<file path="src/rtl/demux_router_if.sv">
`default_nettype none
// ============================================================================
//  Module      : demux_router_if
//  Description : Handshake/data bundle between a word source, the
//                demux_router fan-out stage and its per-channel consumers.
//                master = source/consumer side, slave = router side.
//  Revision    : 1.0 - initial release
// ============================================================================
interface demux_router_if #(
    parameter int WIDTH    = 8,
    parameter int CHANNELS = 4,
    parameter int SEL_W    = $clog2(CHANNELS)
);
    logic                      mode;
    logic [SEL_W-1:0]          sel;
    logic                      in_valid;
    logic                      in_ready;
    logic [WIDTH-1:0]          in_data;
    logic [CHANNELS-1:0]       out_valid;
    logic [CHANNELS-1:0]       out_ready;
    logic [CHANNELS*WIDTH-1:0] out_data;
    logic                      drop;
    logic [SEL_W-1:0]          rr_ptr;

    modport master (
        output mode, sel, in_valid, in_data, out_ready,
        input  in_ready, out_valid, out_data, drop, rr_ptr
    );

    modport slave (
        input  mode, sel, in_valid, in_data, out_ready,
        output in_ready, out_valid, out_data, drop, rr_ptr
    );
endinterface
`default_nettype wire

</file>
<file path="src/rtl/demux_router.sv">
`default_nettype none
// ============================================================================
//  Module      : demux_router
//  Description : Registered 1-to-CHANNELS demultiplexer with valid/ready
//                handshake and one holding register per channel. Target is
//                either the sel input (mode=0) or an internal round-robin
//                pointer (mode=1). Words addressed to a non-existent channel
//                are discarded and flagged with a one-cycle drop pulse.
//                Optional build macro DEMUX_ZERO_IDLE_EN: a channel that
//                drains without a same-cycle load clears its data to zero.
//  Revision    : 1.0 - initial release
// ============================================================================
module demux_router #(
    parameter int WIDTH    = 8,
    parameter int CHANNELS = 4,
    parameter int SEL_W    = $clog2(CHANNELS)
) (
    input  wire logic       clk,
    input  wire logic       rst,
    demux_router_if.slave   bus
);

    // One extra bit so the channel count itself is representable for the
    // validity compare when CHANNELS is a power of two.
    localparam logic [SEL_W:0]   c_NUM_CH  = (SEL_W+1)'(CHANNELS);
    localparam logic [SEL_W-1:0] c_LAST_CH = SEL_W'(CHANNELS-1);

    logic [SEL_W-1:0]          w_tgt;
    logic                      w_tgt_ok;
    logic                      w_tgt_ready;
    logic                      w_in_ready;
    logic                      w_accept;
    logic [CHANNELS-1:0]       w_load;
    logic [CHANNELS-1:0]       w_out_valid;
    logic [CHANNELS*WIDTH-1:0] w_out_data;
    logic                      r_drop;
    logic [SEL_W-1:0]          r_rr_ptr;

    // Target selection, input-side readiness and per-channel load strobes.
    always_comb begin
        w_tgt       = bus.mode ? r_rr_ptr : bus.sel;
        w_tgt_ok    = ({1'b0, w_tgt} < c_NUM_CH);
        w_tgt_ready = 1'b1;
        w_load      = '0;
        for (int k = 0; k < CHANNELS; k++) begin
            if (w_tgt == SEL_W'(k)) begin
                w_tgt_ready = ~w_out_valid[k] | bus.out_ready[k];
            end
        end
        w_in_ready = ~rst & w_tgt_ready;
        w_accept   = bus.in_valid & w_in_ready;
        for (int k = 0; k < CHANNELS; k++) begin
            w_load[k] = w_accept & w_tgt_ok & (w_tgt == SEL_W'(k));
        end
    end

    for (genvar k = 0; k < CHANNELS; k++) begin : g_ch
        logic             r_valid;
        logic [WIDTH-1:0] r_data;

        // Channel holding register: a load wins over a drain, so a channel
        // can take a new word every cycle while its consumer keeps up.
        always_ff @(posedge clk) begin
            if (rst) begin
                r_valid <= 1'b0;
                r_data  <= '0;
            end else if (w_load[k]) begin
                r_valid <= 1'b1;
                r_data  <= bus.in_data;
            end else if (r_valid & bus.out_ready[k]) begin
                r_valid <= 1'b0;
`ifdef DEMUX_ZERO_IDLE_EN
                r_data  <= '0;
`endif
            end
        end

        assign w_out_valid[k]                 = r_valid;
        assign w_out_data[k*WIDTH +: WIDTH]   = r_data;
    end

    // Drop pulse: an accepted word had no channel to go to.
    always_ff @(posedge clk) begin
        if (rst) begin
            r_drop <= 1'b0;
        end else begin
            r_drop <= w_accept & ~w_tgt_ok;
        end
    end

    // Round-robin pointer: steps only on accepts in round-robin mode and
    // wraps at the last real channel, never skipping a stalled one.
    always_ff @(posedge clk) begin
        if (rst) begin
            r_rr_ptr <= '0;
        end else if (w_accept & bus.mode) begin
            r_rr_ptr <= (r_rr_ptr == c_LAST_CH) ? '0 : r_rr_ptr + 1'b1;
        end
    end

    assign bus.in_ready  = w_in_ready;
    assign bus.out_valid = w_out_valid;
    assign bus.out_data  = w_out_data;
    assign bus.drop      = r_drop;
    assign bus.rr_ptr    = r_rr_ptr;

endmodule
`default_nettype wire

</file>
<file path="src/flat_wrapper.sv">
// flat-port wrapper written by rule: the top's interface ports become plain ports
module demux_router_flat 
#(
    parameter int WIDTH    = 8,
    parameter int CHANNELS = 4,
    parameter int SEL_W    = $clog2(CHANNELS)
)
  (clk, rst, bus_mode, bus_sel, bus_in_valid, bus_in_data, bus_out_ready, bus_in_ready, bus_out_valid, bus_out_data, bus_drop, bus_rr_ptr);
  demux_router_if #(.WIDTH(WIDTH), .CHANNELS(CHANNELS), .SEL_W(SEL_W)) bus_i ();
  input  wire logic clk;
  input  wire logic rst;
  input wire logic [$bits(bus_i.mode)-1:0] bus_mode;
  input wire logic [$bits(bus_i.sel)-1:0] bus_sel;
  input wire logic [$bits(bus_i.in_valid)-1:0] bus_in_valid;
  input wire logic [$bits(bus_i.in_data)-1:0] bus_in_data;
  input wire logic [$bits(bus_i.out_ready)-1:0] bus_out_ready;
  output wire logic [$bits(bus_i.in_ready)-1:0] bus_in_ready;
  output wire logic [$bits(bus_i.out_valid)-1:0] bus_out_valid;
  output wire logic [$bits(bus_i.out_data)-1:0] bus_out_data;
  output wire logic [$bits(bus_i.drop)-1:0] bus_drop;
  output wire logic [$bits(bus_i.rr_ptr)-1:0] bus_rr_ptr;
  assign bus_i.mode = bus_mode;
  assign bus_i.sel = bus_sel;
  assign bus_i.in_valid = bus_in_valid;
  assign bus_i.in_data = bus_in_data;
  assign bus_i.out_ready = bus_out_ready;
  assign bus_in_ready = bus_i.in_ready;
  assign bus_out_valid = bus_i.out_valid;
  assign bus_out_data = bus_i.out_data;
  assign bus_drop = bus_i.drop;
  assign bus_rr_ptr = bus_i.rr_ptr;
  demux_router #(.WIDTH(WIDTH), .CHANNELS(CHANNELS), .SEL_W(SEL_W)) u_core (.clk(clk), .rst(rst), .bus(bus_i));
endmodule
</file>
<file path="config.mk">
export PLATFORM = sky130hd
export DESIGN_NAME = demux_router_flat
export DESIGN_NICKNAME = d
export VERILOG_FILES = /design/src/rtl/demux_router_if.sv /design/src/rtl/demux_router.sv /design/src/flat_wrapper.sv
export SDC_FILE = /design/constraint.sdc
export NUM_CORES = 1
export LEC_CHECK = 0
export ABC_CLOCK_PERIOD_IN_PS = 3600
export CAP_MARGIN = 20
export CORE_ASPECT_RATIO = 1.5
export CORE_MARGIN = 3
export CORE_UTILIZATION = 48
export CTS_CLUSTER_SIZE = 28
export DETAILED_ROUTE_END_ITERATION = 12
export PLACE_DENSITY = 0.91
export SETUP_SLACK_MARGIN = 0.15
export SKIP_LAST_GASP = 1
export SLEW_MARGIN = 10
export SYNTH_ARGS = -nofsm -noshare
export SYNTH_HDL_FRONTEND = slang
export SYNTH_SLANG_ARGS = --single-unit
export TNS_END_PERCENT = 100
</file>
<file path="constraint.sdc">
create_clock -name clk -period 3.6 [get_ports clk]
set_input_delay 0.72 -clock clk [delete_from_list [all_inputs] [get_ports clk]]
set_output_delay 0.72 -clock clk [all_outputs]
set_load 0.02 [all_outputs]
</file>
==> results by group <==
Clocking
  – Clock Pin Slew Worst Setup and Hold Paths: 70 ps
  – Setup bufs post-CTS: 0
  – CTS tree: yes
  – Worst-skew pair later-pin latency: 290 ps
  – Htree depth: 2
  – Clock buffer count from CTS: 5
  – Post-CTS Hold Fix Bufs: 0
  – Sink Count: 38
  – Root Buffer: clkbuf_8
  – CTS Buffer Depth: 2

Routing
  – Via count: 1,292
  – DRC Markers: 0
  – Wire per inst: 14.74 um
  – DRT iter0 DRCs: 9
  – Vias per cell: 5.147
  – Antenna Nets Post-Route: 0
  – Detailed Route WL: 3.699 mm
  – DRT Pass-1 Iters: 4

Pwr
  – Pwr/cell area: 406.1 mW/mm2
  – Maximum vdd drop: 0.5299 mV
  – Leakage: 1.004 nW

Timing
  – TNS Setup: 0 ps
  – Final setup skew: 3.789 ps
  – RSZ-0062 raised after global routing: false
  – Final Max Tran Viols: 0
  – Final Hold Fails: 0
  – Slew HR: 0.4809
  – Crit share post-route: 0.8860
  – Minimum clock period: 3190 ps
  – Final worst-path setup slack: 410.4 ps
  – Setup Viol. Count Final: 0
  – Slew @ Worst Pin: 778.6 ps
  – Hold_ws: 498.3 ps
  – FMAX: 313.5 MHz

Worst setup path
  – Worst EP required: 2880 ps
  – Worst Path Max Fanout: 4
  – Crit-path cells: clkdlybuf4s50_1, nor3b_2, nor2_1, o22a_1, and4_1, clkdlybuf4s50_1
  – Max stage delay on crit path: 540 ps
  – CP endpoint kind: output pin
  – WP data arrival: 2470 ps
  – Critical Path Start Type: primary input
  – Critical path class: primary input to output pin
  – Most frequent CP cell: clkdlybuf4s50_1
  – Crit path max-delay cell type: clkdlybuf4s50_1

Placement
  – Port Buffers: 56
  – GPL Wtd Cong: 0.6736
  – DPL Wire Length: 2.605 mm
  – DP Cell Count: 243
  – Worst slack, placed: 248.7 ps

Synth
  – Register area share after synthesis: 0.4641
  – Seq cells post-synth: 38
  – Synth async-reset ratio: 0
  – Yosys Warn Count: 0
  – Number of flops mapped to enable cells by yosys: 0
  – Mapped cell area: 0.001639 mm2
  – Main synth FF type: dfxtp_1
  – Avg Inst Size Synth: 10.31 um2
  – Post-synth net total: 178
  – Post-Syn Instances: 159
  – Distinct cell type count after synthesis: 29

GRT
  – Grt total ovfl: 0
  – Largest net degree at the start of global routing: 39
  – First-pass GRT wire length: 6.072 mm
  – Initial antenna violation count: 0
  – Number of global-route vias before repair: 1,255
  – Total track usage: 0.2008

Floorplan
  – Chip Width: 53.71 um
  – Core Region: 0.003222 mm2
  – Die area: 0.004166 mm2
  – # IOs: 58
  – Die Height: 77.57 um
  – Cell Rows: 25
  – Initial Utilization: 0.5087

Run
  – # Max-Cap Violations: 0

Status
  – Status: completed

Cells and area
  – Layout area overhead: 38.55%
  – Post-layout util: 0.7049
  – # diodes: 0
  – Final net count: 229
  – Final non-filler cell total: 251
  – Share of layout cells above drive strength 1: 0.08057

Worst hold path
  – Hold Crit Class: register to register
## path summary, 6_finish.rpt
kind / start / endpoint / slack, ps / cells past startpoint
hold / removal: u_core.g_ch[3].r_data[3]$_SDFFE_PP0P_ / u_core.g_ch[3].r_data[3]$_SDFFE_PP0P_ / 500 / 2
hold reg to reg: u_core.g_ch[3].r_data[3]$_SDFFE_PP0P_ / u_core.g_ch[3].r_data[3]$_SDFFE_PP0P_ / 500 / 2
setup reg to reg: u_core.bus.rr_ptr[0]$_SDFFE_PP0P_ / u_core.g_ch[2].r_data[7]$_SDFFE_PP0P_ / 1710 / 4
setup / recovery: bus_sel[1] / bus_in_ready / 410 / 6
## cell families (layout without fill, tap and decap cells)
family,count (synthesis),after routing,share of synthesized area
other cells,1,1,0.002288
flops,38,38,0.4641
buf+inv,15,67,0.06640
compound gates,20,20,0.09770
simple gates,52,52,0.1664
fa+ha+maj,1,1,0.007632
mux,32,32,0.1954
## cells in the final DEF, fill, tap and decap left out, drive strengths merged, types with 3 or more instances in the layout
master         instances
clkdlybuf4s50         55
dfxtp                 38
nor2                  35
mux2i                 32
a21oi                  6
nand2b                 5
clkbuf                 5
nor3b                  3
and3b                  3
## per-stage QoR
step | total power, mW | instance area, um2
finish | 0.9223 | 2271
global route | 0.9640 | 2271
CTS | 0.9371 | 2268
detailed placement | 0.5824 | 2160
global placement | 0.5803 | 2160
floorplan | 0.5247 | 1639
## timing repair
item                                    CTS  global route
endpoints found under the hold margin     0             0
resized for setup                         0             1
endpoints found under the setup margin    0             1
## final cells by class
type	instances	area [um2]
Inverter	1	3.754
Timing Repair Buffer	58	578.1
Sequential cell	38	760.7
Fill cell	268	950.9
Multi-Input combinational cell	106	769.5
Tap cell	40	50.05
Clock buffer	5	68.82
Clock inverter	3	40.04
## power breakdown
part           internal [mW]  switching, mW  total, mW
clock                  0.204          0.147      0.350
sequential             0.434        0.00929      0.443
combinational         0.0648         0.0640      0.129
total                  0.702          0.220      0.922
## synthesized netlist by cell type (2+ instances only)
cell type / instances / share of area
and3b_1: 3 / 0.016
o31ai_1: 2 / 0.0092
mux2i_1: 32 / 0.20
nand4_1: 2 / 0.0076
clkbuf_1: 4 / 0.0092
nor2_1: 35 / 0.080
nand2b_1: 5 / 0.019
dfxtp_1: 38 / 0.46
nor3b_2: 3 / 0.023
a21oi_1: 6 / 0.018
buf_6: 4 / 0.027
o21bai_1: 2 / 0.0092
o2111a_1: 2 / 0.014
buf_4: 6 / 0.027
## flip-flops by register name (all words and copies together) (netlist names)
| signal | cells |
|---|---|
| u_core.bus.rr_ptr | 2 |
| u_core.g_ch.r_valid | 4 |
| u_core.g_ch.r_data | 32 |
## routing by layer
metal  global-route usage  routed length (um)
met1               0.2080                1437
met2               0.3422                1937
met3              0.08445                 280
met4              0.07673                  43
met5                    0                   0
## critical path, delay by kind of cell
kind / cells / cell delay, ps
AO/OA/AOI/OAI: 1 / 190
buffers and inverters: 2 / 1070
AND/OR/NAND/NOR: 3 / 490
Power figures use the tool's default switching activity.
